[config.mk]
export PLATFORM = sky130hd
export DESIGN_NAME = alarm_scheduler
export DESIGN_NICKNAME = d
export VERILOG_FILES = /design/src/rtl/alarm_scheduler.sv
export SDC_FILE = /design/constraint.sdc
export NUM_CORES = 1
export LEC_CHECK = 0
export CAP_MARGIN = 10
export CORE_UTILIZATION = 55
export DETAILED_ROUTE_END_ITERATION = 10
export DONT_BUFFER_PORTS = 1
export HOLD_SLACK_MARGIN = 0.06
export PLACE_DENSITY = 0.69
export SYNTH_ARGS = -nofsm -noshare
export SYNTH_HDL_FRONTEND = slang
export SYNTH_SLANG_ARGS = --single-unit
export TNS_END_PERCENT = 1
[constraint.sdc]
create_clock -name clk_i -period 2.4 [get_ports clk_i]
set_clock_uncertainty 0.05 [all_clocks]
set_input_delay 0.36 -clock clk_i [delete_from_list [all_inputs] [get_ports clk_i]]
set_output_delay 0.36 -clock clk_i [all_outputs]
set_load 0.05 [all_outputs]
[src/rtl/alarm_scheduler.sv]
// alarm_scheduler: alarm sequencer detecting time/alarm match, ringing, snooze re-arm, dismiss and optional auto-silence.
// Ports: clk_i/rst_ni (async active-low) clock and reset; tick_1hz_i one-cycle pulse per second;
//        time_hour_i/time_min_i and alarm_hour_i/alarm_min_i counter values; alarm_en_i arm level;
//        edit_active_i edit-mode level; snooze_btn_i/dismiss_btn_i one-cycle button pulses;
//        ringing_o, snoozing_o, buzzer_o, snooze_cnt_o registered status outputs.
// Optional feature: define ALARM_RING_TIMEOUT_EN to auto-silence after RING_TIMEOUT_SEC ticks of ringing.
module alarm_scheduler #(
  parameter int SNOOZE_SEC       = 300,
  parameter int RING_TIMEOUT_SEC = 60,
  parameter int MAX_SNOOZE       = 3,
  parameter int CNT_W            = 9
) (
  input  logic       clk_i,
  input  logic       rst_ni,
  input  logic       tick_1hz_i,
  input  logic [4:0] time_hour_i,
  input  logic [5:0] time_min_i,
  input  logic [4:0] alarm_hour_i,
  input  logic [5:0] alarm_min_i,
  input  logic       alarm_en_i,
  input  logic       edit_active_i,
  input  logic       snooze_btn_i,
  input  logic       dismiss_btn_i,
  output logic       ringing_o,
  output logic       snoozing_o,
  output logic       buzzer_o,
  output logic [1:0] snooze_cnt_o
);
  typedef enum logic [1:0] {DISARMED, ARMED, RINGING, SNOOZE} state_e;
  localparam int MAX_SEC = SNOOZE_SEC > RING_TIMEOUT_SEC ? SNOOZE_SEC : RING_TIMEOUT_SEC;
  if (MAX_SEC >= (1 << CNT_W)) begin : g_cnt_w_too_small
    $error("CNT_W too narrow for SNOOZE_SEC/RING_TIMEOUT_SEC");
  end
  state_e           state_q, state_d;
  logic [CNT_W-1:0] timer_q, timer_d;
  logic             beep_q, beep_d;
  logic [1:0]       cnt_q, cnt_d;
  logic             match, match_prev_q, trigger;
  assign match        = (time_hour_i == alarm_hour_i) && (time_min_i == alarm_min_i);
  // rising edge only: one ring per matching minute, and leaving edit mid-match stays silent
  assign trigger      = match && !match_prev_q && !edit_active_i;
  assign snooze_cnt_o = cnt_q;
  always_comb begin
    state_d = state_q;
    timer_d = timer_q;
    beep_d  = beep_q;
    cnt_d   = cnt_q;
    if (!alarm_en_i) begin
      state_d = DISARMED;
      timer_d = '0;
      beep_d  = 1'b0;
      cnt_d   = '0;
    end else begin
      case (state_q)
        DISARMED: state_d = ARMED;
        ARMED: if (trigger) begin
          state_d = RINGING;
          timer_d = '0;
          beep_d  = 1'b1;
          cnt_d   = '0;
        end
        RINGING: if (dismiss_btn_i) begin
          state_d = ARMED;
          timer_d = '0;
          cnt_d   = '0;
        end else if (snooze_btn_i && cnt_q < 2'(MAX_SNOOZE)) begin
          state_d = SNOOZE;
          timer_d = CNT_W'(SNOOZE_SEC);
          cnt_d   = cnt_q + 2'd1;
        end else if (tick_1hz_i) begin
          beep_d = !beep_q;
`ifdef ALARM_RING_TIMEOUT_EN
          timer_d = timer_q + CNT_W'(1);
          if (timer_q == CNT_W'(RING_TIMEOUT_SEC - 1)) begin
            state_d = ARMED;
            timer_d = '0;
            cnt_d   = '0;
          end
`endif
        end
        SNOOZE: if (dismiss_btn_i) begin
          state_d = ARMED;
          timer_d = '0;
          cnt_d   = '0;
        end else if (tick_1hz_i) begin
          state_d = timer_q == CNT_W'(1) ? RINGING : SNOOZE;
          timer_d = timer_q == CNT_W'(1) ? '0 : timer_q - CNT_W'(1);
          beep_d  = timer_q == CNT_W'(1) ? 1'b1 : beep_q;
        end
        default: state_d = DISARMED;
      endcase
    end
  end
  always_ff @(posedge clk_i or negedge rst_ni) begin
    if (!rst_ni) begin
      state_q      <= DISARMED;
      timer_q      <= '0;
      beep_q       <= 1'b0;
      cnt_q        <= '0;
      match_prev_q <= 1'b1;
      ringing_o    <= 1'b0;
      snoozing_o   <= 1'b0;
      buzzer_o     <= 1'b0;
    end else begin
      state_q      <= state_d;
      timer_q      <= timer_d;
      beep_q       <= beep_d;
      cnt_q        <= cnt_d;
      match_prev_q <= match;
      ringing_o    <= state_d == RINGING;
      snoozing_o   <= state_d == SNOOZE;
      buzzer_o     <= (state_d == RINGING) && beep_d;
    end
  end
endmodule

Word level (Yosys, flattened, before mapping). Cells that the tools add are included.

Input port bits: 29. Output and inout port bits: 5. Logic and storage cells: 66. Bits in registers: 18.

Mux-type cells: 31. Equal/unequal tests: 13. Reduce and logical (&&, ||, !) cells: 11. $add $sub $neg: 2. Magnitude comparators: 1.

Operator list (number): $mux 9 (7); $pmux 9 s3 (1); $mux 2 (11); $eq 9x1->1 const B (1); $mux 1 (9); $sub 9x1->9 const B (1); $eq 2x2->1 const B (4); $ne 4x4->1 const B (2); $pmux 2 s4 (1); $reduce_and 4->1 (2); $eq 6x6->1 (1); $ne 3x3->1 const B (2); $pmux 2 s3 (1); $eq 5x5->1 (1); $logic_and 1x1->1 (5); $ne 4x1->1 const B (1); $logic_not 1->1 (3); $pmux 1 s3 (1); $add 2x1->2 const B (1); $eq 2x1->1 const B (1); $logic_not 2->1 (1); $lt 2x2->1 const B (1).

Depth between registers and ports, before layout. Gate-level depths: netlist (run 1).

Word-level depth: 9. Depth in mapped cells: 8. Depth with buffers taken out: 8.

Worst setup path before layout (run 1). OpenSTA, ideal clock, no wires.

Kind: register -> register. From: reg cnt_q[0] (netlist: snooze_cnt_o[0]). To: reg buzzer_o. Path buffers: 0. Stages on the path, launching flop included: 8. Arrival time: 1.886 ns. Data required time: 2.283 ns. Clock period less this slack: 2.003 ns. Library setup time: 0.067 ns. Path slack: 0.397 ns. Cells stage by stage: dfrtp_1 -> ha_1 -> nor2b_1 -> o21ai_0 -> a21oi_1 -> nor3_1 -> nor4b_2 -> and3_1.

Cells in the longest elaborated chain, start to end: 8. Elaborated cells on any way between the ends: 12. Those cells by class: order compare (1); eq/ne (1); mux (8); reduce/logical (2).

RTL lines: start: declaration (line 37) `logic [1:0] cnt_q, cnt_d;`; start signal: assignment (line 108) `cnt_q <= cnt_d;`; $lt 2x2->1 (line 66) `end else if (snooze_btn_i && cnt_q < 2'(MAX_SNOOZE)) begin`; $logic_and 1x1->1 (line 66); $mux 2 (line 66); $mux 2 (line 62) `RINGING: if (dismiss_btn_i) begin`; $pmux 2 s4 (line 54) `case (state_q)`; $mux 2 (line 48) `if (!alarm_en_i) begin`; named net state_d[1] (line 34) `state_e state_q, state_d;`; $eq 2x2->1 (line 112) `buzzer_o <= (state_d == RINGING) && beep_d;`; $logic_and 1x1->1 (line 112); end signal: assignment (line 112); end: declaration (line 26) `output logic buzzer_o,`.

The timed path passes the listed nets, and every way through them passes these cells. A chain may end at the register's enable or synchronous reset.

Worst setup path after layout (run 1).
From: reg state_q[0]. To: reg timer_q[5].

Cells in the longest elaborated chain, start to end: 3. Elaborated cells on any way between the ends: 10. Those cells by class: eq/ne (7); mux (2); reduce/logical (1).

RTL lines: start: declaration (line 34); start signal: assignment (line 105) `state_q <= state_d;`; $eq 2x2->1 / $eq 2x1->1 (equally long branches) (line 54); $ne 4x1->1 (no line) (tied with other cells); $reduce_and 4->1 (no line) / $mux 9 (equally long branches); end signal: assignment (line 106) `timer_q <= timer_d;`; end: declaration (line 35) `logic [CNT_W-1:0] timer_q, timer_d;`.

Several ways; a longest one is shown, not always the timed one.

==> results of run 1 <==
[power by group through the flow]
| stage | registers [mW] | logic, mW | clock network (mW) |
|---|---|---|---|
| global placement | 0.315 | 0.0712 | 0 |
| floorplan | 0.314 | 0.0687 | 0 |
| finish | 0.309 | 0.0801 | 0.186 |
| global route | 0.310 | 0.0890 | 0.201 |
| detailed placement | 0.315 | 0.0729 | 0 |
| CTS | 0.309 | 0.0804 | 0.193 |
[cells by family after synthesis]
family | share of synthesized area [%]
compound gates | 20.3
xor+xnor | 9.64
fa+ha+maj | 6.62
buf+inv | 3.78
flops | 34.1
simple gates | 25.5
[metal layers]
| layer | share of wire [%] | vias to the layer above | wire length [um] |
|---|---|---|---|
| met4 | 1.2 | 0 | 33 |
| met5 | 0 | - | 0 |
| met2 | 47 | 43 | 1250 |
| li1 | - | 545 | - |
| met1 | 46 | 532 | 1230 |
| met3 | 5.3 | 4 | 142 |
[flip-flops by register name (all words and copies together), names as in the netlist]
name          count
timer_q           9
match_prev_q      1
state_q           2
beep_q            1
buzzer_o          1
snooze_cnt_o      2
snoozing_o        1
ringing_o         1
[critical path: stages, from the launching register on]
cell and delay [ns]:
dfrtp_1 0.44, inv_1 0.11, ha_1 0.29, or2_2 0.32, o21ai_0 0.10, a21oi_1 0.08, a21boi_2 0.37, o21ai_0 0.19
[placed cells by master (no fill, tap or decap), types with 2 or more instances in the layout]
cell	count
or2_2	2
nand4_1	2
a21oi_1	7
xnor2_1	8
a31oi_1	3
o21ai_0	15
dfrtp_1	17
o211ai_1	2
and3b_1	2
and3_1	4
nor3_1	6
nor4_1	3
buf_4	5
clkbuf_4	3
xnor2_2	3
o31ai_1	3
nor2b_1	3
nand3_2	2
nor2_1	8
nand2_1	9
inv_1	7
ha_1	7
and2_1	2
o22ai_1	2
nand3_1	7
nand2b_1	2
a211oi_1	2
[final cells by class]
cell class              count  area (um2)
clock buffers               4        36.3
fillers                   206         815
inverters                   7        26.3
multi-input cells         117         822
flip-flops and latches     18         452
well taps                  28        35.0
repair buffers              6        47.5
[how the worst max path moves through the flow]
stage / endpoint / slack (ns) / cells after the start
finish: timer_q[5]$_DFFE_PN0P_ / 0.33 / 7
global route: timer_q[2]$_DFFE_PN0P_ / 0.14 / 8
CTS: timer_q[4]$_DFFE_PN0P_ / 0.34 / 8
detailed placement: timer_q[6]$_DFFE_PN0P_ / 0.33 / 6
global placement: timer_q[6]$_DFFE_PN0P_ / 0.41 / 6
floorplan: buzzer_o$_DFF_PN0_ / 0.40 / 7
==> flow_metrics.env, run 1 <==
export IMPL_yosys_area_top_type="dfrtp_1"
export IMPL_grtUsageMet3_pct=4.17
export IMPL_ctsResizeCount=0
export IMPL_synth_top_area_share_pct=32.1
export IMPL_fp_dieH_um=51.1
export IMPL_swShare_pct=24.3
export IMPL_maxCapViolCount=0
export IMPL_dp_hpwl_um=1980
export IMPL_die_area_um2=2610
export IMPL_clockBufferDepth=2
export IMPL_r2r_slack_ns=0.33
export IMPL_clk_latency_ns=0.29
export IMPL_crit_fanout=10
export IMPL_avgRoutedWirePerCell_um=14.8
export IMPL_syn_cell_area_um2=1320
export IMPL_vias=1124
export IMPL_placed_area_um2=1370
export IMPL_synth_area_per_cell_um2=8.94
export IMPL_fmax_ghz=0.483
export IMPL_rows=17
export IMPL_layout_setup_ws_ns=0.328
export IMPL_final_setup_tns_ns=0
export IMPL_grt_max_degree=19
export IMPL_p_sw_uw=140
export IMPL_ios=34
export IMPL_crit_required_ns=2.51
export IMPL_fin_crit_ns=2.07
export IMPL_rr_worst_depth=7
export IMPL_utilization_pct=63.5
export IMPL_crit_arrival_ns=2.18
export IMPL_drv_slew=0
export IMPL_drt_first_pass_iters=4
export IMPL_outcome="finished, final reports clean"
export IMPL_synthCells=148
export IMPL_vdd_drop_max_uv=330
export IMPL_syn_to_final_growth_pct=7.18
export IMPL_async_flop_share_pct=100
export IMPL_core_um2=2230
export IMPL_critical_path_class="flop to flop"
export IMPL_cts_clk_slew_worst_paths_ns=0.10
export IMPL_via_per_inst=6.24
export IMPL_hp_class="input port to flop"
export IMPL_first_global_vias=1037
export IMPL_yosysWarnings=0
export IMPL_seq_area_frac_synth_pct=34.1
export IMPL_p_per_area_nw_per_um2=406
export IMPL_grt_use_met1_pct=31.3
export IMPL_grtUsageTotal_pct=23.2
export IMPL_cts_hold_buf=1
export IMPL_antenna_left=0
export IMPL_nets=189
export IMPL_dp_cells=175
export IMPL_final_area_um2=1420
export IMPL_hold_depth=1
export IMPL_finalPower_uw=576
export IMPL_slew_headroom_pct=47.3
export IMPL_grt_overflow=0
export IMPL_setup_viol=0
export IMPL_cts_buffers=3
export IMPL_portBuffers=0
export IMPL_root_buffer="clkbuf_4"
export IMPL_drive_gt1_share_pct=14.5
export IMPL_place_congestion=0.880
export IMPL_holdWs_ns=0.149
export IMPL_final_cells=180
export IMPL_antenna_found_initial=0
export IMPL_worstHoldStart="alarm_en_i"
export IMPL_busiest_layer="met2"
export IMPL_die_w_um=51.1
export IMPL_routed_wl_um=2660
export IMPL_post_cts_buffers=0
export IMPL_cts_tree="built"
export IMPL_p_int_uw=436
export IMPL_rsz0062_at_grt="no"
export IMPL_r2r_end="timer_q[5]$_DFFE_PN0P_"
export IMPL_cts_sinks=18
export IMPL_crit_start="state_q[0]$_DFF_PN0_"
export IMPL_synth_flop_cell="dfrtp_1"
export IMPL_grt_util_met2_pct=36.8
export IMPL_fin_crit_sh_pct=86.4
export IMPL_start_util_pct=59.3
export IMPL_grt_pass1_wl_um=4510
export IMPL_drc_errors=0
export IMPL_p_seq_share_pct=53.7
export IMPL_synth_top_cells_by_count="17 x dfrtp_1, 15 x o21ai_0, 9 x nand2_1"
export IMPL_power_leakage_nw=0.603
export IMPL_dp_slack_ns=0.332
export IMPL_yosys_cell_count_top_type="dfrtp_1"
export IMPL_p_comb_share_pct=13.9
export IMPL_antenna_cells=0
export IMPL_cp_end_kind="flop"
export IMPL_drt_iter0_markers=39
export IMPL_synth_edf_count=0
export IMPL_r2r_start="state_q[0]$_DFF_PN0_"
export IMPL_synthDistinctLibCells=42
export IMPL_hold_end="state_q[0]$_DFF_PN0_"
export IMPL_critPathLaunchType="flop"
export IMPL_ys_ff_latch=18
export IMPL_htreeDepth=1
export IMPL_syn_nets=184
export IMPL_power_frac_clock_pct=32.4
export IMPL_finalHoldViolCount=0
export IMPL_worst_slew_pin_slew_ns=0.788
export IMPL_synth_area_leaders="dfrtp_1 32%, ha_1 6.6%, o21ai_0 5.7%"
No activity file was read; power rests on OpenSTA's default activity.
==> inputs of run 2 (changes only) <==
--- a/config.mk
+++ b/config.mk
@@ -11,6 +11,7 @@
 export DONT_BUFFER_PORTS = 1
 export HOLD_SLACK_MARGIN = 0.06
 export PLACE_DENSITY = 0.69
+export REMOVE_ABC_BUFFERS = 1
 export SYNTH_ARGS = -nofsm -noshare
 export SYNTH_HDL_FRONTEND = slang
 export SYNTH_SLANG_ARGS = --single-unit
==> run 2 against run 1 <==
Against the previous run: first-iteration DRC count is 28% lower; register-to-register slack hardly changed; worst hold slack worse by 0.0061 ns; combinational power is 0.5% higher; maximum frequency is 0.34% higher; utilization stayed put; die area stayed put; critical endpoint is now timer_q[4]$_DFFE_PN0P_; global-route usage hardly changed; clock power is 3% higher; final cell count stayed put.
==> flow_metrics.env, run 2 (same netlist as run 1, synthesis figures left out) <==
export IMPL_place_congestion=0.833
export IMPL_r2r_start="state_q[0]$_DFF_PN0_"
export IMPL_finalHoldViolCount=0
export IMPL_cp_end_kind="flop"
export IMPL_outcome="finished, final reports clean"
export IMPL_fin_crit_ns=2.07
export IMPL_cts_sinks=18
export IMPL_largest_reg_flops=9
export IMPL_syn_to_final_growth_pct=7.18
export IMPL_portBuffers=0
export IMPL_worst_slew_pin_slew_ns=0.808
export IMPL_crit_chain="inv_1 -> ha_1 -> or2_2 -> o21ai_0 -> a21oi_1 -> a21boi_2 -> o21ai_0 -> o21ai_0"
export IMPL_crit_fanout=10
export IMPL_drt_iter0_markers=28
export IMPL_root_buffer="clkbuf_4"
export IMPL_final_setup_tns_ns=0
export IMPL_grtUsageTotal_pct=23.2
export IMPL_final_common_cell="dfrtp_1"
export IMPL_critPathLaunchType="flop"
export IMPL_grt_pass1_wl_um=4500
export IMPL_drv_slew=0
export IMPL_nets=189
export IMPL_hp_class="input port to flop"
export IMPL_core_um2=2230
export IMPL_dp_hpwl_um=2040
export IMPL_final_area_um2=1420
export IMPL_slew_headroom_pct=46.0
export IMPL_vdd_drop_max_uv=240
export IMPL_avgRoutedWirePerCell_um=15.2
export IMPL_crit_required_ns=2.57
export IMPL_critical_path_class="flop to flop"
export IMPL_cts_tree="built"
export IMPL_rows=17
export IMPL_drive_gt1_share_pct=14.5
export IMPL_top_register="timer_q"
export IMPL_die_w_um=51.1
export IMPL_fillers=200
export IMPL_htreeDepth=1
export IMPL_fin_crit_sh_pct=86.1
export IMPL_clockBufferDepth=2
export IMPL_cts_buffers=3
export IMPL_holdWs_ns=0.143
export IMPL_cpMostUsedCell="o21ai_0"
export IMPL_antenna_cells=0
export IMPL_maxCapViolCount=0
export IMPL_setup_viol=0
export IMPL_fp_dieH_um=51.1
export IMPL_clk_latency_ns=0.30
export IMPL_drc_errors=0
export IMPL_crit_arrival_ns=2.24
export IMPL_drt_first_pass_iters=4
export IMPL_vias=1129
export IMPL_start_util_pct=59.3
export IMPL_worst_path_max_delay_cell="dfrtp_1"
export IMPL_ios=34
export IMPL_antenna_left=0
export IMPL_mostFrequentLayoutCells="17 x dfrtp_1, 15 x o21ai_0, 9 x nand2_1, 8 x xnor2_1, 8 x nor2_1"
export IMPL_antenna_found_initial=0
export IMPL_cts_clk_slew_worst_paths_ns=0.11
export IMPL_routed_wl_um=2740
export IMPL_die_area_um2=2610
export IMPL_rsz0062_at_grt="no"
export IMPL_grt_overflow=0
export IMPL_worstHoldStart="alarm_en_i"
export IMPL_grt_max_degree=19
export IMPL_cpPeakStageDelay_ns=0.45
export IMPL_crit_start="state_q[0]$_DFF_PN0_"
export IMPL_power_leakage_nw=0.603
export IMPL_placed_area_um2=1370
export IMPL_p_per_area_nw_per_um2=410
export IMPL_post_cts_buffers=0
export IMPL_fmax_ghz=0.484
export IMPL_via_per_inst=6.27
export IMPL_first_global_vias=1064
## run 2: cell counts in the layout (fill, tap and decap cells not counted)
No cell type changed its count.
## run 2: cell type report
| cell class | count | area, um2 | share of cell area, % |
|---|---|---|---|
| inverter | 7 | 26.3 | 1.85 |
| clock buffer | 4 | 36.3 | 2.56 |
| tap | 28 | 35.0 | 2.47 |
| multi-input combinational | 117 | 822 | 57.9 |
| sequential | 18 | 452 | 31.8 |
| timing repair buffer | 6 | 47.5 | 3.35 |
## run 2: path summary, 6_finish.rpt
kind,depth (start not counted),slack (ns),to
worst max-delay path,8,0.33,timer_q[4]$_DFFE_PN0P_
worst min-delay path,1,0.14,state_q[0]$_DFF_PN0_
worst max register to register,8,0.33,timer_q[4]$_DFFE_PN0P_
worst min register to register,2,0.48,timer_q[1]$_DFFE_PN0P_
max in group asynchronous,1,1.27,timer_q[3]$_DFFE_PN0P_
min in group asynchronous,1,0.53,beep_q$_DFF_PN0_
## run 2: where the power goes
group / internal, mW / switching [mW]
Combinational: 0.0377 / 0.0429
Sequential: 0.306 / 0.00361
Clock: 0.0926 / 0.0998
## run 2: metrics by stage
stage	utilization, %	power (mW)	worst slack, ns	cells
3_3_place_gp	61.5	0.386	0.389	175
4_1_cts	63.5	0.590	0.338	180
5_1_grt	63.5	0.607	0.151	180
3_5_place_dp	61.5	0.388	0.323	175
2_1_floorplan	-	0.378	0.397	142
6_report	63.5	0.582	0.335	180
## run 2: per-layer routing
layer,part of all wire (%),track usage [%],vias to the layer above
li1,-,-,549
met1,47,31.0,526
met2,44,36.8,45
met3,6.2,4.76,9
met4,2.0,8.33,0
met5,0,0,-
## run 2: timing repair
action / 4_1_cts / 5_1_grt
gates resized for setup: 0 / 0
hold buffers: 1 / 0
hold endpoints to repair: 18 / 0
## run 2: critical path: cells and delay by family, from the launching register on
family	cells	cell delay, ns
AO/OA/AOI/OAI	5	0.77
flip-flops	1	0.45
AND/OR/NAND/NOR	1	0.32
adder cells (fa/ha/maj)	1	0.29
buffers and inverters	1	0.11
==> inputs of run 3 (changes only) <==
--- a/config.mk
+++ b/config.mk
@@ -5,6 +5,7 @@
 export SDC_FILE = /design/constraint.sdc
 export NUM_CORES = 1
 export LEC_CHECK = 0
+export ABC_AREA = 1
 export CAP_MARGIN = 10
 export CORE_UTILIZATION = 55
 export DETAILED_ROUTE_END_ITERATION = 10
==> run 3 against run 2 <==
Against the previous run: sequential share of layout area fell by 2.2 points; flip-flop and latch count did not move; clock-buffer cell count did not move; largest power group unchanged; highest routed layer unchanged; die area rose by 8.1%; wire length rose by 2.4%; maximum frequency rose by 15%; global-route usage fell by 1.2 points; synthesized area rose by 8.4%; utilization fell by 2.1 points; critical endpoint is now timer_q[8]$_DFFE_PN0P_; critical path type unchanged; largest cell class unchanged; via count rose by 18%; final cell count rose by 38%.
==> flow_metrics.env, run 3 <==
export IMPL_dp_slack_ns=0.629
export IMPL_final_cells=248
export IMPL_synth_area_per_cell_um2=6.77
export IMPL_drt_iter0_markers=26
export IMPL_cts_tree="built"
export IMPL_dp_cells=243
export IMPL_outcome="finished, final reports clean"
export IMPL_final_setup_tns_ns=0
export IMPL_rsz0062_at_grt="no"
export IMPL_synth_edf_count=0
export IMPL_yosys_area_top_type="dfrtp_1"
export IMPL_yosysWarnings=0
export IMPL_rows=18
export IMPL_finalPower_uw=583
export IMPL_mostFrequentLayoutCells="58 x nand2_1, 39 x inv_1, 20 x nor2_1, 17 x dfrtp_1, 13 x nand3_1"
export IMPL_worst_slew_pin_slew_ns=0.806
export IMPL_vias=1333
export IMPL_synth_top_cells_by_count="58 x nand2_1, 39 x inv_1, 20 x nor2_1"
export IMPL_first_global_vias=1192
export IMPL_placed_area_um2=1480
export IMPL_finalHoldViolCount=0
export IMPL_grt_overflow=0
export IMPL_clk_latency_ns=0.30
export IMPL_post_cts_buffers=0
export IMPL_die_w_um=53.1
export IMPL_async_flop_share_pct=100
export IMPL_syn_cell_area_um2=1440
export IMPL_grt_max_degree=19
export IMPL_synth_area_leaders="dfrtp_1 30%, nand2_1 15%, inv_1 10%"
export IMPL_hp_class="input port to flop"
export IMPL_fp_dieH_um=53.1
export IMPL_routed_wl_um=2800
export IMPL_antenna_found_initial=0
export IMPL_critPathLaunchType="flop"
export IMPL_fin_crit_sh_pct=74.6
export IMPL_largest_reg_flops=9
export IMPL_antenna_cells=0
export IMPL_layout_setup_ws_ns=0.611
export IMPL_drive_gt1_share_pct=12.8
export IMPL_drt_first_pass_iters=5
export IMPL_synthCells=212
export IMPL_critical_path_class="flop to flop"
export IMPL_synthDistinctLibCells=25
export IMPL_seq_area_frac_synth_pct=31.5
export IMPL_synth_top_area_share_pct=29.6
export IMPL_cts_hold_buf=1
export IMPL_top_register="timer_q"
export IMPL_via_per_inst=5.38
export IMPL_ios=34
export IMPL_crit_fanout=18
export IMPL_drv_slew=0
export IMPL_core_um2=2480
export IMPL_cp_end_kind="flop"
export IMPL_place_congestion=0.849
export IMPL_maxCapViolCount=0
export IMPL_fin_crit_ns=1.79
export IMPL_grtUsageTotal_pct=22.0
export IMPL_fillers=229
export IMPL_cts_clk_slew_worst_paths_ns=0.11
export IMPL_power_leakage_nw=0.799
export IMPL_portBuffers=0
export IMPL_p_per_area_nw_per_um2=383
export IMPL_nets=255
export IMPL_die_area_um2=2820
export IMPL_setup_viol=0
export IMPL_ys_ff_latch=18
export IMPL_ctsResizeCount=0
export IMPL_crit_required_ns=2.54
export IMPL_fmax_ghz=0.559
export IMPL_antenna_left=0
export IMPL_grt_pass1_wl_um=4550
export IMPL_holdWs_ns=0.156
export IMPL_utilization_pct=61.5
export IMPL_htreeDepth=1
export IMPL_avgRoutedWirePerCell_um=11.3
export IMPL_crit_arrival_ns=1.93
export IMPL_cts_buffers=3
export IMPL_cts_sinks=18
export IMPL_clockBufferDepth=2
export IMPL_syn_to_final_growth_pct=6.10
export IMPL_start_util_pct=57.9
export IMPL_final_common_cell="nand2_1"
export IMPL_yosys_cell_count_top_type="nand2_1"
export IMPL_final_area_um2=1520
export IMPL_dp_hpwl_um=2240
export IMPL_vdd_drop_max_uv=350
export IMPL_synth_flop_cell="dfrtp_1"
export IMPL_drc_errors=0
export IMPL_root_buffer="clkbuf_4"
export IMPL_slew_headroom_pct=46.1
-- run 3: per-layer routing --
layer / global-route usage, % / wire, um
met5: 0 / 0
met2: 39.5 / 1360
met4: 8.77 / 79
met1: 25.0 / 1210
met3: 4.60 / 152
-- run 3: final timing paths --
path	startpoint	end	slack [ns]	cells past startpoint
worst max-delay path	state_q[0]$_DFF_PN0_	timer_q[8]$_DFFE_PN0P_	0.61	7
worst min-delay path	alarm_en_i	timer_q[7]$_DFFE_PN0P_	0.16	2
worst max register to register	state_q[0]$_DFF_PN0_	timer_q[8]$_DFFE_PN0P_	0.61	7
worst min register to register	timer_q[1]$_DFFE_PN0P_	timer_q[1]$_DFFE_PN0P_	0.44	2
max in group asynchronous	rst_ni	timer_q[1]$_DFFE_PN0P_	1.27	1
min in group asynchronous	rst_ni	snooze_cnt_o[0]$_DFFE_PN0P_	0.53	1
-- run 3: cell type report --
type / count / area (um2) / share of cell area [%]
Sequential cell: 18 / 452 / 29.7
Multi-Input combinational cell: 152 / 818 / 53.7
Inverter: 41 / 154 / 10.1
Clock buffer: 4 / 36.3 / 2.38
Timing Repair Buffer: 3 / 25.0 / 1.64
Tap cell: 30 / 37.5 / 2.47
-- run 3: where the power goes --
group / internal, mW / switching [mW] / total (mW)
sequential: 0.306 / 0.00264 / 0.308
clock: 0.0925 / 0.0999 / 0.192
combinational: 0.0283 / 0.0534 / 0.0817
total: 0.427 / 0.156 / 0.583
-- run 3: cells by family after synthesis --
| kind of cell | Yosys count | share of synthesized area (%) |
|---|---|---|
| adder cells (fa/ha/maj) | 7 | 6.10 |
| AND/OR/NAND/NOR | 107 | 33.3 |
| AO/OA/AOI/OAI | 31 | 13.3 |
| buffers and inverters | 42 | 11.5 |
| flip-flops | 18 | 31.5 |
| XOR/XNOR | 7 | 4.27 |
-- run 3: critical path, stage by stage, from the launching register on --
cell and delay (ns):
dfrtp_1 0.43, ha_1 0.27, inv_1 0.15, nor2_2 0.08, a21oi_1 0.23, nand3_4 0.26
nand2_1 0.15, o21ai_2 0.06
